## src/rtl/adc_spi_ajuste.sv

```systemverilog
`default_nettype none
// ============================================================================
// Module   : adc_spi_ajuste
// Purpose  : Reads one 12-bit offset-binary sample per start strobe from an
//            AD7476-style serial ADC (16-bit frame, 4 leading bits ignored)
//            and remaps it to the 23-bit signed format used by the
//            equalizer filter bank: {10{~raw[11]}, raw[10:0], 2'b00}.
// Ports    : clk         - system clock
//            reset       - asynchronous active-high reset
//            start       - sample-rate strobe, one clk wide
//            sdata       - ADC serial data (launched on falling sclk)
//            sclk        - SPI clock to ADC, idles high
//            cs_n        - ADC chip select, active low
//            busy        - high from start acceptance until quiet time ends
//            dato_filtro - signed 23-bit sample for the filter input
//            dato_listo  - one-clk pulse, dato_filtro just updated
// Revision : 1.0 - initial release
// ============================================================================
module adc_spi_ajuste #(
    parameter int CLK_DIV   = 4,   // sclk half-period in clk cycles (>=2)
    parameter int QUIET_CYC = 8    // cs_n high time between frames (>=1)
) (
    input  logic        clk,
    input  logic        reset,
    input  logic        start,
    input  logic        sdata,
    output logic        sclk,
    output logic        cs_n,
    output logic        busy,
    output logic [22:0] dato_filtro,
    output logic        dato_listo
);

    localparam int DW = (CLK_DIV > 1) ? $clog2(CLK_DIV) : 1;
    localparam int QW = (QUIET_CYC > 1) ? $clog2(QUIET_CYC) : 1;

    localparam logic [DW-1:0] DIV_LAST   = DW'(CLK_DIV - 1);
    localparam logic [QW-1:0] QUIET_LAST = QW'(QUIET_CYC - 1);
    localparam logic [4:0]    FRAME_BITS = 5'd16;

    typedef enum logic [1:0] {
        ST_IDLE  = 2'd0,
        ST_CONV  = 2'd1,
        ST_QUIET = 2'd2
    } state_t;

    state_t          state_q,  state_d;
    logic [DW-1:0]   div_q,    div_d;
    logic [4:0]      bits_q,   bits_d;
    logic [QW-1:0]   quiet_q,  quiet_d;
    logic [15:0]     shift_q,  shift_d;
    logic            sclk_q,   sclk_d;
    logic            cs_n_q,   cs_n_d;
    logic            busy_q,   busy_d;
    logic [22:0]     dato_q,   dato_d;
    logic            listo_q,  listo_d;

    // ------------------------------------------------------------------
    // Next-state and output logic
    // ------------------------------------------------------------------
    always_comb begin
        state_d = state_q;
        div_d   = div_q;
        bits_d  = bits_q;
        quiet_d = quiet_q;
        shift_d = shift_q;
        sclk_d  = sclk_q;
        dato_d  = dato_q;
        listo_d = 1'b0;

        case (state_q)
            ST_IDLE: begin
                if (start) begin
                    state_d = ST_CONV;
                    // Preload the divider as if a high phase had just ended,
                    // so sclk falls after one cycle of cs_n lead time.
                    div_d   = DIV_LAST;
                    bits_d  = 5'd0;
                    sclk_d  = 1'b1;
                end
            end

            ST_CONV: begin
                if (div_q == DIV_LAST) begin
                    div_d = '0;
                    if (sclk_q) begin
                        // End of a high phase: either the frame is complete
                        // or the next bit's low phase begins.
                        if (bits_q == FRAME_BITS) begin
                            state_d = ST_QUIET;
                            quiet_d = '0;
                            // Offset-binary to signed, scaled by 4.
                            dato_d  = {{10{~shift_q[11]}}, shift_q[10:0], 2'b00};
                            listo_d = 1'b1;
                        end else begin
                            sclk_d = 1'b0;
                        end
                    end else begin
                        // sclk returns high: capture the bit the ADC
                        // launched on the preceding falling edge.
                        sclk_d  = 1'b1;
                        shift_d = {shift_q[14:0], sdata};
                        bits_d  = bits_q + 5'd1;
                    end
                end else begin
                    div_d = div_q + 1'b1;
                end
            end

            ST_QUIET: begin
                if (quiet_q == QUIET_LAST) begin
                    state_d = ST_IDLE;
                end else begin
                    quiet_d = quiet_q + 1'b1;
                end
            end

            default: begin
                state_d = ST_IDLE;
                sclk_d  = 1'b1;
            end
        endcase

        // Pin-level outputs are registered versions of the next state.
        cs_n_d = (state_d != ST_CONV);
        busy_d = (state_d != ST_IDLE);
    end

    // ------------------------------------------------------------------
    // State register
    // ------------------------------------------------------------------
    always_ff @(posedge clk or posedge reset) begin
        if (reset) begin
            state_q <= ST_IDLE;
            div_q   <= '0;
            bits_q  <= '0;
            quiet_q <= '0;
            shift_q <= '0;
            sclk_q  <= 1'b1;
            cs_n_q  <= 1'b1;
            busy_q  <= 1'b0;
            dato_q  <= '0;
            listo_q <= 1'b0;
        end else begin
            state_q <= state_d;
            div_q   <= div_d;
            bits_q  <= bits_d;
            quiet_q <= quiet_d;
            shift_q <= shift_d;
            sclk_q  <= sclk_d;
            cs_n_q  <= cs_n_d;
            busy_q  <= busy_d;
            dato_q  <= dato_d;
            listo_q <= listo_d;
        end
    end

    assign sclk        = sclk_q;
    assign cs_n        = cs_n_q;
    assign busy        = busy_q;
    assign dato_filtro = dato_q;
    assign dato_listo  = listo_q;

endmodule
`default_nettype wire
```

## config.mk

```make
export PLATFORM = sky130hd
export DESIGN_NAME = adc_spi_ajuste
export DESIGN_NICKNAME = d
export VERILOG_FILES = /design/src/rtl/adc_spi_ajuste.sv
export SDC_FILE = /design/constraint.sdc
export NUM_CORES = 1
export LEC_CHECK = 0
export BUFFER_PORTS_ARGS = -buffer_cell sky130_fd_sc_hd__buf_2
export CAP_MARGIN = 20
export CORE_MARGIN = 5
export CORE_UTILIZATION = 50
export DETAILED_ROUTE_END_ITERATION = 16
export PLACE_DENSITY = 0.75
export SYNTH_ARGS = -nofsm -noshare
export SYNTH_HDL_FRONTEND = slang
export SYNTH_SLANG_ARGS = --single-unit
```

## constraint.sdc

```tcl
create_clock -name clk -period 2 [get_ports clk]
set_input_delay 0.1 -clock clk [delete_from_list [all_inputs] [get_ports clk]]
set_output_delay 0.1 -clock clk [all_outputs]
set_load 0.01 [all_outputs]
```

* Word-level counts from Yosys, hierarchy flattened
Cells that the tools add are included.
Widths: inputs -> output; s select.
** Cells by class
- Add/sub/neg operators :: 3
- Equality and inequality tests :: 12
- Multiplexer cells :: 26
- Bitwise logic cells :: 3
- Reductions and logical operators :: 10
** Operators by type and width (number)
- $mux 5 :: 3
- $mux 2 :: 7
- $mux 3 :: 4
- $ne 2x2->1 const B :: 6
- $pmux 5 s2 :: 1
- $reduce_and 4->1 :: 2
- $mux 1 :: 7
- $pmux 2 s3 :: 1
- $pmux 3 s2 :: 1
- $reduce_and 3->1 :: 2
- $reduce_bool 2->1 :: 3
- $add 5x1->5 const B :: 1
- $eq 5x5->1 const B :: 1
- $reduce_and 5->1 :: 1
- $eq 2x2->1 const B :: 2
- $pmux 2 s2 :: 1
- $add 3x1->3 const B :: 1
- $eq 3x3->1 const B :: 1
- $not 1->1 :: 3
- $pmux 1 s3 :: 1
- $add 2x1->2 const B :: 1
- $eq 2x1->1 const B :: 1
- $logic_not 2->1 :: 1
- $ne 2x1->1 const B :: 1
- $reduce_and 2->1 :: 1
** Storage, ports and cells
- Flip-flop bits (word level) :: 40

* Longest topological paths before layout
Gate-level depths: netlist of the first run.
- Depth in word-level cells :: 6
- Gate-level depth with buffers :: 7

* Worst setup path before layout of the first run
OpenSTA, ideal clock, no wires.
- Path kind :: register -> register
- From :: reg bits_q[0]
- To :: reg dato_q[10], in the netlist dato_filtro[10]
- Arrival time :: 1.529 ns
- Required time :: 1.875 ns
- Path slack :: 0.346 ns
- Cell stages (with the launch flop) :: 8
- Period minus slack after synthesis :: 1.654 ns
- Cell sequence :: dfrtp_1 inv_1 ha_1 nand4bb_1 buf_6 nor3_4 buf_12 mux2_4
** Between the ends
- Word-level cells in the longest chain between the ends :: 2
** Ends and longest elaborated chain
- from (decl) :: line 49 : logic [4:0] bits_q, bits_d;
- from (signal assigned) :: line 147 : bits_q <= bits_d;
- $eq 5x5->1 :: line 89 : if (bits_q == FRAME_BITS) begin
- $reduce_and 4->1 (no source line)
- to (signal assigned) :: line 153 : dato_q <= dato_d;
- to (decl) :: line 55 : logic [22:0] dato_q, dato_d;
Every way passes these cells.
A chain may end at the register's enable or synchronous reset.

* Final worst setup path of the first run
- From :: reg bits_q[1]
- To :: reg dato_q[12], in the netlist dato_filtro[12]
The elaborated chain is that of the path after synthesis.

==> run summary, run 1 <==
The fraction of final layout cells with drive strength greater than 1 came out at 30.3%. In this run the mean area of a mapped cell was 10.9 um2. The run gives 22 as the number of rows created at floorplan.

After clock tree synthesis, the repair step resized 0 gates. The run gives 1.14 nW as the standby leakage power. The switching part of the total was 33.0%; the maximum level of the CTS H-tree was 2. The arrival time at the worst endpoint was 1970 ps; the cell depth of the worst flop-to-flop path was 6.

Timing would allow up to 0.558 GHz. Slew at the pin closest to its max-slew limit: 542 ps. Switching power total: 0.000869 W.

The critical path goes through inv_1 -> ha_1 -> nand4bb_1 -> nor3_4 -> buf_4 -> mux2_2. From synthesis to final layout, the design area changed by 13.4%. The worst path setup slack after routing was 206 ps. The class of the most critical setup path is register to register. Sequential cells account for 46.9% of the total power. The dominant register cell in the synthesized netlist was dfrtp_1. The post-layout net count is 209. The accumulated negative setup slack came out at 0 ps. TritonCTS built the clock tree. The hold violation count in the final report is 0, and the via count of the first global-routing pass is 1317. Max-slew violation total from the final report: 0. For the maximum clock path buffer count, the log shows 2. The number of hold buffers added after CTS was 2. For hold timing, the worst endpoint is div_q[0]. The sort of element at the start of the critical path was a register. The flow ran to the end, and the final reports show no timing, DRC or antenna violations.

The logs give 31 for the number of primary I/O pins and 0 for the total of endpoints with negative setup slack in the final report. The tools report the worst slack at placement as 239 ps. The post-synthesis instance total was 174.

The slowest stage of the critical path is the dfrtp_1 cell. The total DRC errors in the routed layout was 0; the tightest slew margin relative to the limit was 63.4%. The fraction of post-synthesis cell area in the top cell type by area was 50.1%. The tools report the master cell of the clock root buffer as clkbuf_8.

At the worst endpoint, the required time is 2170 ps. Max-cap violations in this run came to 0. The number of iterations in the first detailed-routing pass came out at 4.

The worst hold path belongs to the class input port to register. The sequential fraction of the synthesis area is 52.9%, and the wire length of the first global-routing pass is 5950 um. The initial utilization of the core area, before any placement, comes to 51.8%. Ranked by total cell area, the synthesized netlist is headed by dfrtp_1 (50%), nand2_1 (8.5%), mux2_4 (7.1%). The core area is 3660 um2, and the final critical path time including I/O delays and setup is 1790 ps. The clock transition at the registers of the reported paths is 70 ps, and the number of register bits inferred by synthesis is 40.

The run gives 2370 um as the detailed placer's ending HPWL. The clock network accounts for 24.1% of the total power. The run gives 1260 as the total via count in the routed design. The ratio of routed vias to standard cells was 5.06. The power density over the cells came out at 1220 nW/um2. The count of nets left with antenna violations once routing finished came out at 0. Yosys mapped a number of flops with a built-in enable equal to 0.

The antenna diode count came out at 0. For the number of antenna violations at the first check in global routing, the log shows 0. The tools report the full die area as 5130 um2.

Entering global routing, the biggest net connects 41 pins. In this design, the stage delay of the slowest critical-path cell is 410 ps. Of all flip-flops after synthesis, the portion carrying an async set or reset was 100%. Launch point of the worst reg-to-reg path: bits_q[1].

IR analysis of the VDD net gives a maximum drop of 0.000673 V. The combined area of all synthesized cells is 1900 um2. The die is 71.6 um wide. The worst setup path is captured at a register.

The largest driver fanout on the critical path is 12. Dividing the final minimum period by the clock period gives 89.7%. The final weighted congestion in routability-driven placement came out at 0.887. Cell internal power was estimated by the tool at 0.00177 W.

Clock tree synthesis found a total of 40 sinks. Along the worst hold path, the cell count comes to 3. For the worst-skew pair, the clock arrives at the later sink with an insertion delay of 290 ps. The run gives 210 ps as the setup slack of the most critical reg-to-reg path. After synthesis, the most frequently instantiated cells are nand2_1 (43), dfrtp_1 (38), buf_4 (11). After global routing the overflow that remains totals 0.

Buffers placed on the I/O ports in this run total 28. The cell accounting for the most synthesized area was dfrtp_1. Setup repair after global routing left no endpoint under its margin.

In this run the critical register-to-register path is captured at dato_filtro[12]. The logs give 14.5% for the overall routing resource usage and 43 for the number of distinct library cells after synthesis. In the post-synthesis netlist, the cell with the most instances is nand2_1. The post-CTS setup-driven buffer insertion count came out at 0. During synthesis, Yosys emitted a total of 0 warnings. The DRC violation total after the first TritonRoute iteration was 57.

For this block, the routed nets add up to 3280 um of wire. The mean routed wirelength per cell came out at 13.2 um. The critical hold path startpoint is start.

Hold timing on the final database bottoms out at a slack of 184 ps. The tools report the proportion of power drawn by combinational gates as 28.9%. On the final layout, the worst clock skew is 6.62 ps. The number of clock buffers added by TritonCTS is 5.

The height of the die works out to 71.6 um.
==> per-stage QoR <==
step                      total power (W)  util [%]  instances  cell area, um2
after floorplan                   0.00182         -        175            1900
after global placement            0.00198      55.3        239            2020
after detailed placement          0.00203      55.3        239            2020
after CTS                         0.00268      58.8        249            2150
after global routing              0.00285      58.8        249            2150
final                             0.00264      58.8        249            2150
==> worst max-delay path, delay by kind of cell, from the launching register on <==
family / cells / cell delay [ps]
adders and majority gates: 1 / 140
buffers and inverters: 2 / 350
DFF: 1 / 410
muxes: 1 / 360
and+or+nand+nor: 2 / 410
==> layout by cell type, fill, tap and decap left out, types with 2 or more instances in the layout <==
cell / synthesis / layout
o311ai_0: 2 / 2
or3_1: 2 / 2
nor3b_1: 2 / 2
nand4bb_1: 2 / 2
dfrtp_1: 38 / 38
ha_1: 5 / 5
clkbuf_8: 0 / 5
conb_1: 1 / 2
mux2i_1: 3 / 3
mux2_4: 9 / 9
buf_4: 11 / 8
a21oi_1: 2 / 2
nand2_1: 43 / 43
dlygate4sd3_1: 0 / 2
mux2_2: 2 / 2
dfstp_2: 2 / 2
nor2_1: 3 / 3
nand3_1: 4 / 4
inv_1: 6 / 6
o21ai_0: 5 / 5
buf_2: 1 / 28
nor3_1: 3 / 3
==> kinds of logic (layout without fill, tap and decap cells) <==
kind of cell    count (synthesis)  after routing  share of synthesized area [%]
mux                            14             14                           9.89
simple gates                   72             72                           19.3
buf+inv                        26             52                           8.77
flops                          40             40                           52.9
fa+ha+maj                       5              5                           3.30
other cells                     1              2                          0.198
compound gates                 16             16                           5.67
==> per-layer routing <==
metal  part of all wire, %  track usage (%)
met3                   4.4             3.37
met2                    49             23.2
met1                    45             18.5
met5                     0                0
met4                   2.1             7.31
==> how the worst max path moves through the flow <==
stage / startpoint / endpoint / slack, ps / depth (start not counted)
6_report: bits_q[1] / dato_filtro[12] / 210 / 6
5_1_grt: div_q[0] / dato_filtro[12] / 100 / 5
4_1_cts: bits_q[1] / dato_filtro[12] / 210 / 6
3_5_place_dp: div_q[0] / dato_filtro[12] / 240 / 5
3_3_place_gp: bits_q[0] / dato_filtro[12] / 310 / 6
2_1_floorplan: bits_q[0] / dato_filtro[10] / 350 / 7
==> layout make-up <==
| class | count | area [um2] |
|---|---|---|
| fillers | 293 | 1510 |
| repair buffers | 38 | 220 |
| flip-flops and latches | 40 | 1000 |
| inverters | 6 | 22.5 |
| clock buffers | 6 | 72.6 |
| clock inverters | 2 | 35.0 |
| multi-input cells | 109 | 738 |
| well taps | 48 | 60.1 |
==> sequential cells by signal, summed over array words and instances (netlist names), 2 cells and up <==
register and cells:
bits_q 5, dato_filtro 12, div_q 2, state_q 2, shift_q 12, quiet_q 3
==> power by group through the flow <==
stage | Sequential, W | Combinational [W] | Clock [W]
after floorplan | 0.00123 | 0.000595 | 0
after CTS | 0.00124 | 0.000778 | 0.000657
after global routing | 0.00128 | 0.000878 | 0.000686
final | 0.00124 | 0.000763 | 0.000636
after detailed placement | 0.00125 | 0.000771 | 0
after global placement | 0.00123 | 0.000745 | 0
No activity file was read; power rests on OpenSTA's default activity.
==> run 2: changes to the inputs <==
RECOVER_POWER = 25   (was default)
clock period = 1.7 ns   (was 2 ns; I/O delays follow)
==> run 2 against run 1 <==
Effect of this change:
- hold slack worse by 37 ps
- clock power is 2% higher
- sequential power increased by 19%
- utilization is 2.7 points higher
- critical endpoint is now dato_filtro[2]
==> run summary, run 2 (same netlist as run 1, synthesis figures left out) <==
The flow ran to the end, and the final reports show no timing, DRC or antenna violations. The logs give 5130 um2 (unchanged) for the full die area and 1880 ps (-290 ps) for the worst path required time. The setup path with the least slack is of type register to register. The max-slew violation total from the final report is 0 (unchanged). The library cell used most frequently in the layout, excluding fill and tap cells, is nand2_1.

The mean routed wirelength per cell is 14.1 um (+6.8%), and the fraction of final layout cells with drive strength greater than 1 is 33.7% (+3.3 points). The via count of the first global-routing pass is 1259 (-4.4%). The min-delay analysis places its worst path in the category input port to register. The total length of routed met2 wires was 1830 um (+14%); the worst IR drop on VDD was 0.000888 V (+32%). The height of the die works out to 71.6 um (unchanged). The top cell types in the final layout, fill and taps aside, are nand2_1 (43), dfrtp_1 (38), buf_2 (26). The worst setup path is captured at a register. The maximum clock path buffer count was 2 (unchanged).

The tools report the overall routing resource usage as 14.2% (-0.36 points). The tools report the routed metal-1 wirelength as 1510 um (+2.7%). The maximum number of pins on one net before global-route repair is 41 (unchanged), and the detailed placer's ending HPWL is 2440 um (+3.2%).

The residual overflow from global routing is 0 (unchanged), and the maximum operating frequency is 0.607 GHz (+8.8%). The tools report the standby leakage power as 1.16 nW (+1.8%). The largest driver fanout on the critical path was 6 (-6); the area occupied by registers was 1000 um2 (unchanged).

The tools report the total DRC errors in the routed layout as 0 (unchanged). For the clock sink total, the log shows 40 (unchanged). The setup clock skew after layout was 7.95 ps (+1.33 ps); the sequential power share was 46.1% (-0.8 points). The antenna diode count is 0 (unchanged), and the number of fill cells in the layout is 298 (+1.7%).

The post-detailed-routing wire length was 3560 um (+8.6%). For the later-pin clock latency in the skew report, the log shows 290 ps (about the same). The run gives 3660 um2 (unchanged) as the core area.

The number of antenna violations at the first check in global routing is 0 (unchanged), and the maximum level of the CTS H-tree is 2 (unchanged). The run gives 50 ps (-150 ps) as the setup slack of the most critical reg-to-reg path. CTS placed an instance of clkbuf_8 at the clock tree root. The number of cells on the worst hold path is 3 (unchanged), and the number of placed cells counting well taps is 240 (+0.42%). The wire length of the first global-routing pass was 5780 um (-2.9%). The power density over the cells is 1420 nW/um2 (+16%), and the number of rows created at floorplan is 22 (unchanged). The worst setup path is launched from a register. The initial core utilization is 51.8% (unchanged), and the count of nets left with antenna violations after detail routing is 0 (unchanged).

The post-route fraction of the period consumed by the critical path works out to 96.9% (+7.3 points). The portion of total power attributed to the clock network is 20.4% (-3.7 points), and the number of CTS-inserted buffers is 5 (unchanged). The slew at the pin closest to its max-slew limit came out at 948 ps (+406 ps). The total of endpoints with negative setup slack in the final report was 0 (unchanged); the final weighted congestion in routability-driven placement was 0.861 (-3.0%). The switching part of the total works out to 34.6% (+1.6 points). The clock transition at the registers of the reported paths works out to 70 ps (about the same). The number of primary I/O pins came out at 31 (unchanged).

Internal power of the cells: 0.00209 W (+18%). Compared with the post-synthesis result, the final layout area differs by 18.6%. The final core utilization is 61.5% (+2.7 points).

The highest metal layer carrying signal wires in the routed design is met4. The count of port buffers added during placement was 28 (unchanged); the arrival time at the worst endpoint was 1830 ps (-140 ps). The total via count in the routed design was 1327 (+5.3%); the post-layout net count was 213 (+1.9%).

The ratio of routed vias to standard cells is 5.25 (+3.7%), and the final critical path time including I/O delays and setup is 1650 ps (-146 ps). The cell depth of the worst flop-to-flop path is 4 (-2). The routed length on met3 was 193 um (+32%). Total area of multi-input combinational cells: 792 um2 (+7.3%).

The number of max-cap violations came out at 0 (unchanged). The number of iterations in the first detailed-routing pass is 4 (unchanged), and the hold violation count in the final report is 0 (unchanged). The die boundary width works out to 71.6 um (unchanged). The tightest slew margin relative to the limit is 36.8% (-27 points), and the switching power total is 0.00110 W (+27%).

The DRC violation total after the first TritonRoute iteration was 120 (+110%). For the final total power, the log shows 0.00319 W (+21%). The count of non-filler cells in the finished layout was 253 (+1.6%); the proportion of power drawn by combinational gates was 33.5% (+4.6 points). TritonCTS built the clock tree.
run 2: path summary, 6_finish.rpt:
| path | from | endpoint |
|---|---|---|
| max | sclk | dato_filtro[2] |
| min | start | div_q[0] |
| max reg2reg | sclk | dato_filtro[2] |
| min reg2reg | shift_q[11] | dato_filtro[13] |
| max in group asynchronous | reset | div_q[0] |
| min in group asynchronous | reset | dato_filtro[3] |
run 2: metrics by stage:
step	cell area, um2	hold slack, ps	setup slack [ps]	TNS [ps]
global placement	2040	221	86.7	0
CTS	2160	148	4.19	0
detailed placement	2040	245	32.0	0
global route	2250	176	-13.3	-46.8
finish	2250	147	52.1	0
floorplan	1900	190	45.8	0
run 2: power by group through the flow:
stage	Clock, W	Combinational [W]	Sequential, W
2_1_floorplan	0	0.000700	0.00144
3_3_place_gp	0	0.000901	0.00144
3_5_place_dp	0	0.000946	0.00147
4_1_cts	0.000664	0.000963	0.00145
5_1_grt	0.000715	0.00120	0.00151
6_report	0.000651	0.00107	0.00147
run 2: layout make-up:
| type | instances | area share (%) |
|---|---|---|
| multi-input combinational | 109 | 35.2 |
| sequential | 40 | 44.6 |
| clock inverter | 1 | 0.334 |
| inverter | 6 | 1.00 |
| tap | 48 | 2.67 |
| clock buffer | 7 | 3.84 |
| timing repair buffer | 42 | 12.4 |
run 2: critical path, stage by stage, from the launching register on:
cell       delay [ps]
dfstp_2           600
nand2_1           130
nor3_4            300
clkbuf_16         220
mux2_4            290
run 2: metal layers:
metal	up-vias	track usage (%)
li1	636	-
met1	654	16.7
met2	34	24.6
met3	3	4.63
met4	0	4.18
met5	-	0
run 2: timing repair:
item	in CTS	in global routing
gates resized for setup	0	11
gates cloned	0	1
hold buffers	2	0
endpoints found under the hold margin	39	0
pin swaps	1	0
setup endpoints to repair	3	18
setup buffers	0	2
